**src/rtl/scr1_pipe_lsu_burst.sv**
```systemverilog
// Burst load/store unit: splits a multi-word EXU access into sequential word beats on DMEM.
// Define SCR1_LSU_BURST_OVERLAP_EN to issue the next beat in the cycle its predecessor responds.
`ifndef SCR1_XLEN
`define SCR1_XLEN 32
`endif
`ifndef SCR1_DMEM_AWIDTH
`define SCR1_DMEM_AWIDTH 32
`endif

module scr1_pipe_lsu_burst #(
    parameter int WORD_W    = 32,
    parameter int MAX_WORDS = 5,
    parameter int CNT_W     = $clog2(MAX_WORDS+1)
) (
    input  logic                          clk,
    input  logic                          rst_n,
    input  logic                          exu2lsu_req,
    input  logic                          exu2lsu_store,
    input  logic [CNT_W-1:0]              exu2lsu_nwords,
    input  logic [`SCR1_XLEN-1:0]         exu2lsu_addr,
    input  logic [MAX_WORDS*WORD_W-1:0]   exu2lsu_s_data,
    output logic                          lsu2exu_rdy,
    output logic [MAX_WORDS*WORD_W-1:0]   lsu2exu_l_data,
    output logic                          lsu2exu_exc,
    output logic [3:0]                    lsu2exu_exc_code,
    output logic                          lsu_busy,
    output logic                          lsu2dmem_req,
    output logic                          lsu2dmem_cmd,
    output logic [1:0]                    lsu2dmem_width,
    output logic [`SCR1_DMEM_AWIDTH-1:0]  lsu2dmem_addr,
    output logic [WORD_W-1:0]             lsu2dmem_wdata,
    input  logic                          dmem2lsu_req_ack,
    input  logic [WORD_W-1:0]             dmem2lsu_rdata,
    input  logic [1:0]                    dmem2lsu_resp
);

    localparam logic [3:0] SCR1_EXC_CODE_INSTR_MISALIGN = 4'd0;
    localparam logic [3:0] SCR1_EXC_CODE_LD_ADDR_MISALIGN = 4'd4;
    localparam logic [3:0] SCR1_EXC_CODE_LD_ACCESS_FAULT  = 4'd5;
    localparam logic [3:0] SCR1_EXC_CODE_ST_ADDR_MISALIGN = 4'd6;
    localparam logic [3:0] SCR1_EXC_CODE_ST_ACCESS_FAULT  = 4'd7;
    localparam logic       SCR1_MEM_CMD_RD          = 1'b0;
    localparam logic       SCR1_MEM_CMD_WR          = 1'b1;
    localparam logic [1:0] SCR1_MEM_WIDTH_WORD      = 2'b10;
    localparam logic [1:0] SCR1_MEM_RESP_RDY_OK     = 2'b01;
    localparam logic [1:0] SCR1_MEM_RESP_RDY_ER     = 2'b10;

`ifdef SCR1_LSU_BURST_OVERLAP_EN
    localparam bit OVERLAP_EN = 1'b1;
`else
    localparam bit OVERLAP_EN = 1'b0;
`endif

    typedef enum logic [1:0] {
        ST_IDLE,
        ST_ISSUE,
        ST_WAIT,
        ST_DONE
    } state_e;

    state_e                        state;
    logic                          store_r;
    logic [CNT_W-1:0]              nwords_r;
    logic [CNT_W-1:0]              beat_r;
    logic [`SCR1_XLEN-1:0]         addr_r;
    logic [MAX_WORDS*WORD_W-1:0]   sdata_r;
    logic [MAX_WORDS*WORD_W-1:0]   ldata_r;
    logic                          fault_r;

    logic                          req_bad;
    logic                          idle_fault;
    logic                          last_beat;
    logic                          resp_ok;
    logic                          resp_er;
    logic                          overlap_req;
    logic [MAX_WORDS*WORD_W-1:0]   sdata_next;

    assign req_bad     = (exu2lsu_addr[1:0] != 2'b00) || (exu2lsu_nwords == '0)
                      || (exu2lsu_nwords > CNT_W'(MAX_WORDS));
    assign idle_fault  = (state == ST_IDLE) && exu2lsu_req && req_bad;
    assign last_beat   = (beat_r == nwords_r - CNT_W'(1));
    assign resp_ok     = (dmem2lsu_resp == SCR1_MEM_RESP_RDY_OK);
    assign resp_er     = (dmem2lsu_resp == SCR1_MEM_RESP_RDY_ER);
    // Store words are consumed from the bottom, so the current beat is always word 0.
    assign sdata_next  = sdata_r >> WORD_W;
    assign overlap_req = OVERLAP_EN && (state == ST_WAIT) && resp_ok && !last_beat;

    assign lsu2dmem_req   = (state == ST_ISSUE) || overlap_req;
    assign lsu2dmem_cmd   = store_r ? SCR1_MEM_CMD_WR : SCR1_MEM_CMD_RD;
    assign lsu2dmem_width = SCR1_MEM_WIDTH_WORD;
    assign lsu2dmem_addr  = `SCR1_DMEM_AWIDTH'(overlap_req ? addr_r + `SCR1_XLEN'(4) : addr_r);
    assign lsu2dmem_wdata = overlap_req ? sdata_next[WORD_W-1:0] : sdata_r[WORD_W-1:0];

    assign lsu_busy       = (state != ST_IDLE);
    assign lsu2exu_rdy    = (state == ST_DONE) || idle_fault;
    assign lsu2exu_exc    = ((state == ST_DONE) && fault_r) || idle_fault;
    assign lsu2exu_l_data = ldata_r;

    always_comb begin
        lsu2exu_exc_code = SCR1_EXC_CODE_INSTR_MISALIGN;
        if (idle_fault) begin
            lsu2exu_exc_code = exu2lsu_store ? SCR1_EXC_CODE_ST_ADDR_MISALIGN
                                             : SCR1_EXC_CODE_LD_ADDR_MISALIGN;
        end else if ((state == ST_DONE) && fault_r) begin
            lsu2exu_exc_code = store_r ? SCR1_EXC_CODE_ST_ACCESS_FAULT
                                       : SCR1_EXC_CODE_LD_ACCESS_FAULT;
        end
    end

    always_ff @(posedge clk or negedge rst_n) begin
        if (!rst_n) begin
            state    <= ST_IDLE;
            store_r  <= 1'b0;
            nwords_r <= '0;
            beat_r   <= '0;
            addr_r   <= '0;
            sdata_r  <= '0;
            ldata_r  <= '0;
            fault_r  <= 1'b0;
        end else begin
            case (state)
                ST_IDLE: begin
                    if (exu2lsu_req && !req_bad) begin
                        store_r  <= exu2lsu_store;
                        nwords_r <= exu2lsu_nwords;
                        addr_r   <= exu2lsu_addr;
                        sdata_r  <= exu2lsu_s_data;
                        beat_r   <= '0;
                        ldata_r  <= '0;
                        fault_r  <= 1'b0;
                        state    <= ST_ISSUE;
                    end
                end
                ST_ISSUE: begin
                    if (dmem2lsu_req_ack) begin
                        state <= ST_WAIT;
                    end
                end
                ST_WAIT: begin
                    if (resp_ok) begin
                        if (!store_r) begin
                            for (int k = 0; k < MAX_WORDS; k++) begin
                                if (beat_r == CNT_W'(k)) begin
                                    ldata_r[k*WORD_W +: WORD_W] <= dmem2lsu_rdata;
                                end
                            end
                        end
                        if (last_beat) begin
                            state <= ST_DONE;
                        end else begin
                            beat_r  <= beat_r + CNT_W'(1);
                            addr_r  <= addr_r + `SCR1_XLEN'(4);
                            sdata_r <= sdata_next;
                            // An acked overlapped request already has its response pending.
                            state   <= (overlap_req && dmem2lsu_req_ack) ? ST_WAIT : ST_ISSUE;
                        end
                    end else if (resp_er) begin
                        fault_r <= 1'b1;
                        state   <= ST_DONE;
                    end
                end
                ST_DONE: begin
                    state <= ST_IDLE;
                end
                default: begin
                    state <= ST_IDLE;
                end
            endcase
        end
    end

endmodule

```
**config.mk**
```make
export PLATFORM = sky130hd
export DESIGN_NAME = scr1_pipe_lsu_burst
export DESIGN_NICKNAME = d
export VERILOG_FILES = /design/src/rtl/scr1_pipe_lsu_burst.sv
export SDC_FILE = /design/constraint.sdc
export NUM_CORES = 1
export LEC_CHECK = 0
export CORE_MARGIN = 4
export CORE_UTILIZATION = 38
export DETAILED_ROUTE_END_ITERATION = 8
export PLACE_DENSITY_LB_ADDON = 0.15
export SLEW_MARGIN = 40
export SYNTH_ARGS = -nofsm -noshare
export SYNTH_HDL_FRONTEND = slang
export SYNTH_SLANG_ARGS = --single-unit
```
**constraint.sdc**
```tcl
create_clock -name clk -period 2.1 [get_ports clk]
set_input_delay 0.42 -clock clk [delete_from_list [all_inputs] [get_ports clk]]
set_output_delay 0.42 -clock clk [all_outputs]
set_load 0.1 [all_outputs]
```
==> metrics list <==
- Status: complete, but fails checks
- The checks that failed: setup timing.
* Top flip-flop cell by instance count after synthesis: sky130_fd_sc_hd__dfrtp_1
- Ports placed on the boundary: 469
* Total of buffers placed on input and output ports: 465
* Layout-stage area growth over the synthesis result: 42.0%
- Across all setup checks in the final design, the least slack found is -0.0614 ns.
- Critical Path Sink Type: output pin
* Final routed DRC violation total: 0
- Slew HR: 0.657
- Worst Path Class, Setup: input pin to output pin
- Of the total power, combinational logic draws 0.534.
- Worst min path class: input pin to flip-flop
- After synthesis, the largest family of logic cells by area is simple AND/OR/NAND/NOR gates.
- The internal portion of the total power is a little under 20000 uW.
- Share of synthesized area occupied by flip-flops and latches: 0.566
- Worst setup slack before clock tree synthesis: -0.546 ns
- The sequential cells in the finished layout cover a total of 9120 um2.
- Max Buffers Root-to-Sink: 3
* Post-Synth Simple-Gate Area: 0.144
- FILL cells: between 3000 and 4000
* Final number of hold-violating endpoints: 0
- After synthesis, the share of flip-flops with an asynchronous set or reset is 1.00.
* Clock slew seen by the registers of the worst setup and hold paths: approximately 0.060 ns
- Setup repair after global routing could not meet its margin everywhere.
* Worst ir drop on vdd: 1.41 mV
* TritonCTS sink count: about 360
- Initial Util: 0.388
* Clk Tree Root Cell: sky130_fd_sc_hd__clkbuf_16
- From bottom edge to top edge, the die measures 213 um.
- Yosys warns: 0
* Skew final: roughly 0.023 ns
- STA classifies the critical path startpoint as an input pin.
* Average wire length per cell after detail routing: 20.4 um
* Starting DRT DRC Count: about 980
* CTS tree: built
- Core region area: around 41000 um2
- Using the TritonRoute via totals, the vias-per-cell ratio works out to approximately 5.1.
* Global route overflow: 0
- Required @ worst endpoint: approximately 1.7 ns
- The detail route stage leaves a number of antenna-violating nets equal to 0.
- Cell taking the most area after synthesis: sky130_fd_sc_hd__dfrtp_1
- Power spread over the standard cell area amounts to ~1800 nW/um2.
- Fraction of power consumed by sequential logic: 0.296
- Area share of xor/xnor cells in the synthesized design: 0.00250
* Avg Synthesized Cell Area: between 10 and 15 um2
- Entering global routing, the biggest net connects 75 pins.
- For the worst-skew pair, the clock arrives at the later sink with an insertion delay of about 0.55 ns.
- Count of H-tree levels built during CTS: 2
- The first global-routing pass estimated 75900 um of wire.
* Number of max-slew violations in the final report: 0
- Total standard cell area after synthesis: roughly 16000 um2
- Final Hold Slack: just under 0.3 ns
- Total number of vias: between 10000 and 15000
* Multiplexer share of the synthesized area: 0.113
- Number of flops mapped to enable cells by yosys: 0
* Post-Synthesis Cells: approximately 1500
* Portion of the clock cycle consumed by the worst path in the final layout: 1.03
- Number of max-capacitance violations reported: 0
* Setup violators final: 3
- For this design the static power due to leakage is between 0.01 and 0.015 uW.
- Die Outline Area: 45500 um2
- The die is 213 um wide.
* Number of antenna violations at the first check in global routing: 11
- Counting the buffers created by CTS gives slightly above 40.
* Final wirelength: slightly above 50000 um
* Net switching power figure: about 21000 uW
- Largest cells by area after synthesis: sky130_fd_sc_hd__dfrtp_1 57%, sky130_fd_sc_hd__mux2_2 7.4%, sky130_fd_sc_hd__nand2_1 6.9%, sky130_fd_sc_hd__a31oi_1 5.0%, sky130_fd_sc_hd__mux2_1 3.9%
* Number of global-route vias before repair: 12700
* Share of the synthesized area in compound gates (AO/OA/AOI/OAI): 0.113
- Total iterations of the first detailed-routing run: 5
* Row count: 74
- Unique cell type count in the Yosys netlist: 62
* Clock power share: 0.170
* Adder and majority cell fraction of the synthesized area: 0.00704
* Number of synthesized register bits: 362
* Crit path DAT: 1.74 ns
* Transition at the pin with the smallest max-transition slack: between 0.5 and 0.6 ns
- For this run, the total global-route usage over all layers was measured as 0.214.
- Of the cells placed in the final design, the portion with a size suffix greater than 1 is 0.276.
- Of the post-synthesis cell area, the dominant cell type holds 0.566.
* Placed wire-length estimate: 37400 um
* Multi-input logic area: 6210 um2
* Highest fanout seen on the critical path: 3
- Top achievable clock speed: between 400 and 500 MHz
* Routability Congestion: roughly 0.8
- Of the total power, the share spent switching nets is 0.519.
- Final critical path time including I/O delays and setup: between 2 and 2.5 ns
- Net count, final: between 2000 and 2500
==> area by class of cell <==
| class | count | area share |
|---|---|---|
| Inverter | 9 | 0.00149 |
| Clock buffer | 62 | 0.0518 |
| Multi-Input combinational cell | 991 | 0.273 |
| Tap cell | 532 | 0.0293 |
| Antenna cell | 6 | 0.000661 |
| Sequential cell | 362 | 0.401 |
| Clock inverter | 10 | 0.00407 |
| Timing Repair Buffer | 556 | 0.238 |
==> Yosys cell counts, drive strengths merged, types with 11 or more instances <==
cell type,count
clkbuf,52
o22ai,15
dfrtp,362
nor2,146
a31oi,129
nand3,21
a2bb2oi,11
mux2,160
o21ai,28
a21oi,41
and2,36
a22o,32
nand2,293
nand4,11
buf,90
==> state kept, by name (all words and copies together), names as in the netlist <==
| register | cells |
|---|---|
| lsu2dmem_addr | 32 |
| store_r | 1 |
| sdata_r | 160 |
| beat_r | 3 |
| fault_r | 1 |
| state | 2 |
| lsu2exu_l_data | 160 |
| nwords_r | 3 |
==> what timing repair did <==
item / in CTS / in global routing
setup buffers: 3 / 4
gates resized for setup: 9 / 15
setup endpoints to repair: 6 / 227
hold endpoints to repair: 38 / 0
hold buffers: 1 / 0
pin swaps: 3 / 6
cloned: 0 / 9
==> cells in the final DEF, fill, tap and decap left out, drive strengths merged, types with 4 or more instances in the layout <==
cell type	Yosys	routed
ha	9	9
a31oi	129	129
inv	9	9
o21ai	28	28
a22o	32	32
nor2	146	146
clkdlybuf4s50	0	230
and2	36	36
clkbuf	52	70
o22ai	15	15
o32ai	6	6
nor3	4	4
nand3	21	21
a2bb2oi	11	11
dfrtp	362	362
buf	90	315
and4	4	4
clkinv	0	8
nand2b	4	4
mux2	160	160
or3	4	4
diode	0	6
nand4	11	11
and3	6	6
a21oi	41	41
nand2	293	293
==> power groups by stage <==
stage	Clock, uW	Sequential [uW]	Combinational [uW]
floorplan	0	20400	7590
global placement	0	11900	21100
detailed placement	0	12000	21300
CTS	7040	11900	21400
global route	7280	12300	22400
finish	6820	11900	21500
==> layer usage <==
metal,up-vias,routed length [um],global-route usage
met5,-,64,0
met4,10,1510,0.0697
met3,83,3530,0.0510
met2,408,24200,0.336
met1,6380,22300,0.294
li1,6125,-,-
==> critical path, cell delays in order <==
cell and delay, ns:
sky130_fd_sc_hd__clkdlybuf4s50_1 0.43, sky130_fd_sc_hd__or3_4 0.40, sky130_fd_sc_hd__nand2_4 0.11, sky130_fd_sc_hd__a32o_2 0.20, sky130_fd_sc_hd__buf_12 0.18
==> worst paths after layout <==
kind	slack, ns	startpoint	cells past startpoint	to
worst max-delay path	-0.06	exu2lsu_nwords[0]	5	lsu2exu_exc_code[1]
worst min-delay path	0.29	exu2lsu_nwords[2]	4	nwords_r[2]$_DFFE_PN0P_
worst min register to register	0.49	lsu2exu_l_data[29]$_DFFE_PN0P_	1	lsu2exu_l_data[29]$_DFFE_PN0P_
worst max register to register	0.09	state[1]$_DFFE_PN0P_	8	lsu2exu_l_data[123]$_DFFE_PN0P_
min in group asynchronous	0.37	rst_n	2	lsu2exu_l_data[113]$_DFFE_PN0P_
max in group asynchronous	0.98	rst_n	3	sdata_r[101]$_DFFE_PN0P_
==> through the flow <==
stage               area [um2]   util  setup TNS [ns]  std cells  total power (uW)
finish                   22700  0.552          -0.137       2528             40200
global route             22700  0.551          -0.448       2526             41900
CTS                      22400  0.543          -0.384       2509             40300
detailed placement       21100  0.511         -152.29       2433             33300
global placement         21100  0.511         -145.21       2433             33000
floorplan                16100      -          -0.139       1505             28000
==> logic make-up (layout without fill, tap and decap cells) <==
| logic type | count (synthesis) | count (layout) |
|---|---|---|
| AOI/OAI and AO/OA | 276 | 276 |
| DFF | 362 | 362 |
| adders and majority gates | 9 | 9 |
| and+or+nand+nor | 539 | 539 |
| other | 2 | 9 |
| buffers and inverters | 152 | 637 |
| muxes | 161 | 161 |
| xor gates and xnor gates | 3 | 3 |
(Power assumes the default switching activity.)
